===== src/rtl/vua_vm_exec.sv =====
`default_nettype none
// ============================================================================
// Module   : vua_vm_exec
// Brief    : Execution back-end for the vua register-VM instruction stream.
//            Single-cycle ALU ops with writeback forwarding, a DATA_W-cycle
//            shift-add multiplier, and one-cycle branch redirect pulses.
// Revision : 1.0 - initial release
// ============================================================================
module vua_vm_exec #(
  parameter int DATA_W = 32,
  parameter int NREGS  = 32
) (
  input  logic              clk,
  input  logic              rst,
  input  logic              in_valid,
  output logic              in_ready,
  input  logic [31:0]       in_insn,
  output logic              br_valid,
  output logic [14:0]       br_target,
  output logic              wb_valid,
  output logic [4:0]        wb_reg,
  output logic [DATA_W-1:0] wb_data,
  output logic              err,
  input  logic [4:0]        dbg_addr,
  output logic [DATA_W-1:0] dbg_data
);

  localparam logic [5:0] C_OP_MOV  = 6'd0;
  localparam logic [5:0] C_OP_ADD  = 6'd1;
  localparam logic [5:0] C_OP_SUB  = 6'd2;
  localparam logic [5:0] C_OP_MUL  = 6'd3;
  localparam logic [5:0] C_OP_NEG  = 6'd4;
  localparam logic [5:0] C_OP_NOT  = 6'd5;
  localparam logic [5:0] C_OP_EQ   = 6'd6;
  localparam logic [5:0] C_OP_LT   = 6'd7;
  localparam logic [5:0] C_OP_CJMP = 6'd8;
  localparam logic [5:0] C_OP_NOP  = 6'd9;

  localparam int              CNT_W      = $clog2(DATA_W);
  localparam logic [CNT_W-1:0] C_CNT_LAST = CNT_W'(DATA_W - 1);

  typedef enum logic [1:0] {
    S_IDLE   = 2'd0,
    S_MUL    = 2'd1,
    S_BRANCH = 2'd2
  } state_t;

  state_t r_state;
  state_t w_next;

  // Committed register file; the pending writeback lives in r_wb_* for one cycle.
  logic [DATA_W-1:0] r_regs [NREGS];

  logic              r_wb_valid;
  logic [4:0]        r_wb_reg;
  logic [DATA_W-1:0] r_wb_data;
  logic              r_err;
  logic [14:0]       r_br_target;

  logic [DATA_W-1:0] r_mcand;
  logic [DATA_W-1:0] r_mplier;
  logic [DATA_W-1:0] r_acc;
  logic [CNT_W-1:0]  r_cnt;
  logic [4:0]        r_mul_rd;

  logic [5:0]        w_op;
  logic [4:0]        w_fd;
  logic [4:0]        w_fa;
  logic              w_imm;
  logic [14:0]       w_fb;
  logic              w_accept;
  logic              w_illegal;
  logic [DATA_W-1:0] w_opa;
  logic [DATA_W-1:0] w_opb;
  logic [DATA_W-1:0] w_result;
  logic              w_single_wr;
  logic              w_taken;
  logic [DATA_W-1:0] w_acc_next;
  logic              w_mul_last;

  assign w_op  = in_insn[31:26];
  assign w_fd  = in_insn[25:21];
  assign w_fa  = in_insn[20:16];
  assign w_imm = in_insn[15];
  assign w_fb  = in_insn[14:0];

  assign w_accept   = in_valid & in_ready;
  assign w_acc_next = r_acc + (r_mplier[0] ? r_mcand : '0);
  assign w_mul_last = (r_cnt == C_CNT_LAST);

  // Decode, operand fetch with forwarding of the pending writeback, and ALU.
  always_comb begin
    w_illegal   = 1'b0;
    w_opa       = '0;
    w_opb       = '0;
    w_result    = '0;
    w_single_wr = 1'b0;
    w_taken     = 1'b0;

    if (w_op > C_OP_NOP) begin
      w_illegal = 1'b1;
    end
    if ((int'(w_fd) >= NREGS) || (int'(w_fa) >= NREGS) ||
        (!w_imm && (int'(w_fb[4:0]) >= NREGS))) begin
      w_illegal = 1'b1;
    end

    w_opa = (r_wb_valid && (r_wb_reg == w_fa)) ? r_wb_data : r_regs[w_fa];
    if (w_imm) begin
      w_opb = {{(DATA_W-15){w_fb[14]}}, w_fb};
    end else begin
      w_opb = (r_wb_valid && (r_wb_reg == w_fb[4:0])) ? r_wb_data : r_regs[w_fb[4:0]];
    end

    case (w_op)
      C_OP_MOV: begin w_result = w_opb;                          w_single_wr = 1'b1; end
      C_OP_ADD: begin w_result = w_opa + w_opb;                  w_single_wr = 1'b1; end
      C_OP_SUB: begin w_result = w_opa - w_opb;                  w_single_wr = 1'b1; end
      C_OP_NEG: begin w_result = '0 - w_opa;                     w_single_wr = 1'b1; end
      C_OP_NOT: begin w_result = DATA_W'(w_opa == '0);           w_single_wr = 1'b1; end
      C_OP_EQ:  begin w_result = DATA_W'(w_opa == w_opb);        w_single_wr = 1'b1; end
      C_OP_LT:  begin w_result = DATA_W'($signed(w_opa) < $signed(w_opb)); w_single_wr = 1'b1; end
      default:  begin w_result = '0;                             w_single_wr = 1'b0; end
    endcase

    // Branch is taken when the truth value of A matches the condition bit.
    w_taken = (w_op == C_OP_CJMP) && ((w_opa != '0) == w_fd[0]);
  end

  // State register.
  always_ff @(posedge clk) begin
    if (rst) begin
      r_state <= S_IDLE;
    end else begin
      r_state <= w_next;
    end
  end

  // Next-state logic and handshake/branch outputs.
  always_comb begin
    w_next   = r_state;
    in_ready = 1'b0;
    br_valid = 1'b0;
    case (r_state)
      S_IDLE: begin
        in_ready = ~rst;
        if (w_accept && !w_illegal) begin
          if (w_op == C_OP_MUL) begin
            w_next = S_MUL;
          end else if (w_taken) begin
            w_next = S_BRANCH;
          end
        end
      end
      S_MUL: begin
        if (w_mul_last) begin
          w_next = S_IDLE;
        end
      end
      S_BRANCH: begin
        br_valid = 1'b1;
        w_next   = S_IDLE;
      end
      default: begin
        w_next = S_IDLE;
      end
    endcase
  end

  // Datapath: register-file commit, writeback staging, multiplier, error flag.
  always_ff @(posedge clk) begin
    if (rst) begin
      for (int i = 0; i < NREGS; i++) begin
        r_regs[i] <= '0;
      end
      r_wb_valid  <= 1'b0;
      r_wb_reg    <= '0;
      r_wb_data   <= '0;
      r_err       <= 1'b0;
      r_br_target <= '0;
      r_mcand     <= '0;
      r_mplier    <= '0;
      r_acc       <= '0;
      r_cnt       <= '0;
      r_mul_rd    <= '0;
    end else begin
      r_wb_valid <= 1'b0;
      if (r_wb_valid) begin
        r_regs[r_wb_reg] <= r_wb_data;
      end

      if (w_accept) begin
        if (w_illegal) begin
          r_err <= 1'b1;
        end else if (w_single_wr) begin
          r_wb_valid <= 1'b1;
          r_wb_reg   <= w_fd;
          r_wb_data  <= w_result;
        end else if (w_op == C_OP_MUL) begin
          r_mcand  <= w_opa;
          r_mplier <= w_opb;
          r_acc    <= '0;
          r_cnt    <= '0;
          r_mul_rd <= w_fd;
        end else if (w_taken) begin
          r_br_target <= w_fb;
        end
      end

      if (r_state == S_MUL) begin
        r_acc    <= w_acc_next;
        r_mcand  <= r_mcand << 1;
        r_mplier <= r_mplier >> 1;
        r_cnt    <= r_cnt + 1'b1;
        if (w_mul_last) begin
          r_wb_valid <= 1'b1;
          r_wb_reg   <= r_mul_rd;
          r_wb_data  <= w_acc_next;
        end
      end
    end
  end

  assign wb_valid  = r_wb_valid;
  assign wb_reg    = r_wb_reg;
  assign wb_data   = r_wb_data;
  assign err       = r_err;
  assign br_target = r_br_target;
  assign dbg_data  = r_regs[dbg_addr];

endmodule
`default_nettype wire


===== config.mk =====
export PLATFORM = sky130hd
export DESIGN_NAME = vua_vm_exec
export DESIGN_NICKNAME = d
export VERILOG_FILES = /design/src/rtl/vua_vm_exec.sv
export SDC_FILE = /design/constraint.sdc
export NUM_CORES = 2
export LEC_CHECK = 0
export CORE_UTILIZATION = 53
export CTS_BUF_LIST = sky130_fd_sc_hd__clkbuf_4
export DETAILED_ROUTE_END_ITERATION = 8
export HOLD_SLACK_MARGIN = 0.02
export PLACE_DENSITY_LB_ADDON = 0.2
export SLEW_MARGIN = 20
export SYNTH_ARGS = -nofsm -noshare
export SYNTH_HDL_FRONTEND = slang
export SYNTH_SLANG_ARGS = --single-unit

===== constraint.sdc =====
create_clock -name clk -period 21.6 [get_ports clk]
set_input_delay 4.32 -clock clk [delete_from_list [all_inputs] [get_ports clk]]
set_output_delay 4.32 -clock clk [all_outputs]
set_load 0.01 [all_outputs]

; Yosys cells after proc, flatten, opt, wreduce, memory -nomap -nowiden
; Memories as Yosys holds them, arrays and structs flattened.
; Index checks and enable logic that the tools add are counted.
[word_totals]
wordCells = 122
inputBits = 40
mem_count = 1
output_inout_bits = 88
ram_bits = 1024
regBits = 162
[mem_list]
columns = memory, words, word_bits, rd, rd_ports_with_merged_regs, wr, line_no
row1 = r_regs, 32, 32, 3, 0, 32, 52  ; logic [DATA_W-1:0] r_regs [NREGS];
[op_classes]
magnitude_cmp = 2
n_reduce_logical = 19
bitwise = 5
muxes = 57
n_eq_ne = 20
n_addsub = 5
[op_table]
columns = operator, n
row1 = $mux 32, 20
row2 = $pmux 32 s7, 1
row3 = $mux 31, 5
row4 = $add 32x32->32, 2
row5 = $mux 5, 11
row6 = $eq 32x32->1, 1
row7 = $logic_not 32->1, 1
row8 = $lt 32x32->1, 1
row9 = $reduce_bool 32->1, 1
row10 = $reduce_or 32->1, 1
row11 = $sub 1x32->32 const A, 1
row12 = $sub 32x32->32, 1
row13 = $eq 6x3->1 const B, 4
row14 = $mux 1, 15
row15 = $eq 6x2->1 const B, 2
row16 = $eq 5x5->1, 2
row17 = $mux 2, 4
row18 = $reduce_and 4->1, 2
row19 = $reduce_or 7->1, 1
row20 = $eq 6x1->1 const B, 1
row21 = $eq 6x4->1 const B, 1
row22 = $gt 6x4->1 const B, 1
row23 = $logic_not 6->1, 1
row24 = $add 5x1->5 const B, 1
row25 = 18 further kinds, 27

; Logic depth before layout (Yosys ltp)
[logic_depth]
ltp_word = 11
depth_mapped = 28
mapped_depth_nobuf = 22

; Worst setup path before layout
; Ideal clock, no wire load.
[synth_path]
path_kind = input-to-output
start = input dbg_addr[0]
end = output dbg_data[0]
arrival_time_ns = 6.755
path_slack_ns = 10.525
cell_stages = 6
required_time_ns = 17.280
path_cell_list = clkbuf_1 -> buf_1 -> buf_1 -> mux4_2 -> mux4_2 -> mux2_2
[synth_between]
elab_chain_cells = 1
[synth_lines]
columns = item, line_no
row1 = "start, declared", 24  ; input logic [4:0] dbg_addr,
row2 = $mem_v2 32x32, n/a
row3 = "end, declared", 25  ; output logic [DATA_W-1:0] dbg_data
; No other way between the ends.

; Final worst setup path
[layout_path]
start = input dbg_addr[1]
end = output dbg_data[29]
; The elaborated chain is that of the path after synthesis.

==> results.json <==
{
  "overflow": 0,
  "synthArstFlopShare_pct": 0,
  "utilization_pct": 58.8,
  "worstPathMaxFanout": 107,
  "crit_type": "input port to output port",
  "power.internal_w": 0.00402,
  "power_w": 0.00575,
  "peakVddDrop_mv": 0.0518,
  "reg2reg_depth": 17,
  "post-route-period-util_pct": 59.8,
  "die_width_microns": 381,
  "die_area_sq_um": 145000,
  "crit_arrival_ps": 8590,
  "clk_latency_ps": 1380,
  "timing.fmax_mhz": 77.4,
  "drc": 0,
  "final-hold-violation-count": 0,
  "via_per_inst": 7.33,
  "largest_register_ffs": 1024,
  "grt_max_degree": 129,
  "first_iter_violations": 10576,
  "final_nets": 6136,
  "ys_seq_elements": 1186,
  "synth-main-ff-cell": "edfxtp_1",
  "num_io_pins": 128,
  "relSlewSlack_pct": 19.9,
  "switching_share_pct": 30.1,
  "port_buffers": 127,
  "required_ps": 17280,
  "drv_slew": 0,
  "r2r_slack_ps": 14790,
  "post_cts_buffers": 0,
  "cts.sinks": 1186,
  "root_buffer": "clkbuf_4",
  "rsz0062_at_grt": "no",
  "ant_nets": 0,
  "post_cts_resized": 0,
  "ys_seq_area_share_pct": 44.6,
  "final_area_sq_um": 83600,
  "place.gp.congestion": 0.977,
  "routedWlPerCell_microns": 37.1,
  "place_area_sq_um": 79300,
  "setup_viol_count_final": 0,
  "path_clk_slew_ps": 60,
  "cts_buffer_depth": 4,
  "syn-num-nets": 6089,
  "grt_first_pass_wirelength_microns": 423000,
  "cellLeakagePower_nw": 30.6,
  "dr.pass1.iters": 9,
  "grt_pass1_vias": 57115,
  "status": "finished, final reports clean",
  "cts_buffers": 343,
  "r2r-end": "wb_data[27]",
  "worstMarginPinSlew_ps": 1170,
  "power_density_nw_per_um2": 68.7,
  "r2r-start": "wb_reg[2]",
  "core_sq_um": 142000,
  "p_switching_w": 0.00173,
  "skew_ps": 122,
  "tns_ps": 0,
  "antenna_found_initial": 30,
  "yosys_warnings": 0,
  "layout-area-overhead-vs-synth_pct": 9.72,
  "crit_path_start": "dbg_addr[1]",
  "yosysTopAreaCell": "edfxtp_1",
  "synth.most_common_cell": "and2_1",
  "startpoint_type": "input port",
  "post-dp-hpwl_microns": 179000,
  "ctsHoldBuffers": 0,
  "comb_power_share_pct": 18.0,
  "netlist.area_leader.share_pct": 40.4,
  "syn-cell-area_sq_um": 76200,
  "fin_crit_ps": 12910,
  "vias": 59828,
  "cts.htree.levels": 5,
  "drv_cap": 0,
  "worstHoldPathType": "register to register",
  "largest-register": "r_regs",
  "ys_top_cells_by_count": "and2_1 (1,031), edfxtp_1 (1,024), mux4_2 (740)",
  "fillers": 11329,
  "cts_tree": "yes",
  "drt_wl_total_microns": 303000,
  "grt_usage_pct": 41.4,
  "drive_gt1_share_pct": 25.6,
  "seqPwrFrac_pct": 45.3,
  "ys_types": 89,
  "start_util_pct": 53.6,
  "syn-mean-instance-area_sq_um": 12.8,
  "die_h_microns": 381,
  "crit_path_end_kind": "output port",
  "power_frac_clock_pct": 36.6,
  "syn_inst": 5949,
  "yosys-top-cells-area": "edfxtp_1 (40%), mux4_2 (22%), and2_1 (8.5%)",
  "crit_end": "dbg_data[29]",
  "synth_edf_count": 1024,
  "rows": 138
}
==> metal layers <==
metal	part of all wire, %	vias to the layer above	GRT usage [%]
met1	35	29642	53.5
met5	0.040	-	0.265
met4	7.1	20	25.9
met2	42	5567	59.0
met3	15	1226	15.3
li1	-	23373	-
==> final cells by class <==
| cell class | instances | area (sq um) | share of cell area [%] |
|---|---|---|---|
| Antenna cell | 41 | 103 | 0.123 |
| Timing Repair Buffer | 311 | 2780 | 3.32 |
| Sequential cell | 1186 | 34000 | 40.7 |
| Multi-Input combinational cell | 4052 | 39900 | 47.7 |
| Clock inverter | 109 | 536 | 0.641 |
| Clock buffer | 475 | 3570 | 4.27 |
| Inverter | 102 | 385 | 0.461 |
| Tap cell | 1890 | 2360 | 2.83 |
==> worst min-delay path by stage <==
| stage | startpoint | end | slack, ps | cells past startpoint |
|---|---|---|---|---|
| floorplan | r_mul_rd[0] | r_mul_rd[0] | 440 | 2 |
| global placement | r_mul_rd[4] | r_mul_rd[4] | 440 | 2 |
| detailed placement | r_mul_rd[0] | r_mul_rd[0] | 450 | 2 |
| CTS | r_mul_rd[0] | r_mul_rd[0] | 460 | 2 |
| global route | r_mul_rd[3] | r_mul_rd[3] | 470 | 2 |
| finish | r_mul_rd[0] | r_mul_rd[0] | 460 | 2 |
==> critical path, stage by stage <==
cell and delay (ps):
buf_8 680, buf_4 890, buf_4 760, mux4_2 430, mux4_2 510, mux2_2 320
clkdlybuf4s50_1 500
==> power by group through the flow <==
stage | combinational, W | sequential [W] | clock, W
after floorplan | 0.000654 | 0.00264 | 0
after global placement | 0.000989 | 0.00264 | 0
after detailed placement | 0.000994 | 0.00265 | 0
after CTS | 0.000998 | 0.00260 | 0.00211
after global routing | 0.00107 | 0.00261 | 0.00221
final | 0.00104 | 0.00260 | 0.00210
==> metrics by stage <==
step	instances	worst slack [ps]	hold slack, ps
4_1_cts	8122	8670	455
3_3_place_gp	7535	8720	442
2_1_floorplan	5949	10530	436
6_report	8166	8690	456
5_1_grt	8134	8490	468
3_5_place_dp	7538	8680	447
==> layout by cell type (no fill, tap or decap), drive strengths merged, types with 46 or more instances in the layout <==
cell type	n
a22oi	101
nand3	51
o22ai	67
dfxtp	162
edfxtp	1024
a221oi	111
and2	1031
clkbuf	475
clkdlybuf4s50	112
buf	199
mux4	741
ha	97
xnor2	46
a21oi	224
o21ai	134
nand2	206
clkinv	98
mux2i	380
nor2	298
a22o	58
inv	109
nor3	69
==> kinds of logic after synthesis <==
family	count (synthesis)	synth area share, %
flip-flops	1186	44.6
AND/OR/NAND/NOR	1787	13.0
adder cells (fa/ha/maj)	100	1.67
multiplexers	1157	27.5
XOR/XNOR	72	0.828
AO/OA/AOI/OAI	936	8.42
buffers and inverters	711	4.02
(Power assumes the default switching activity.)
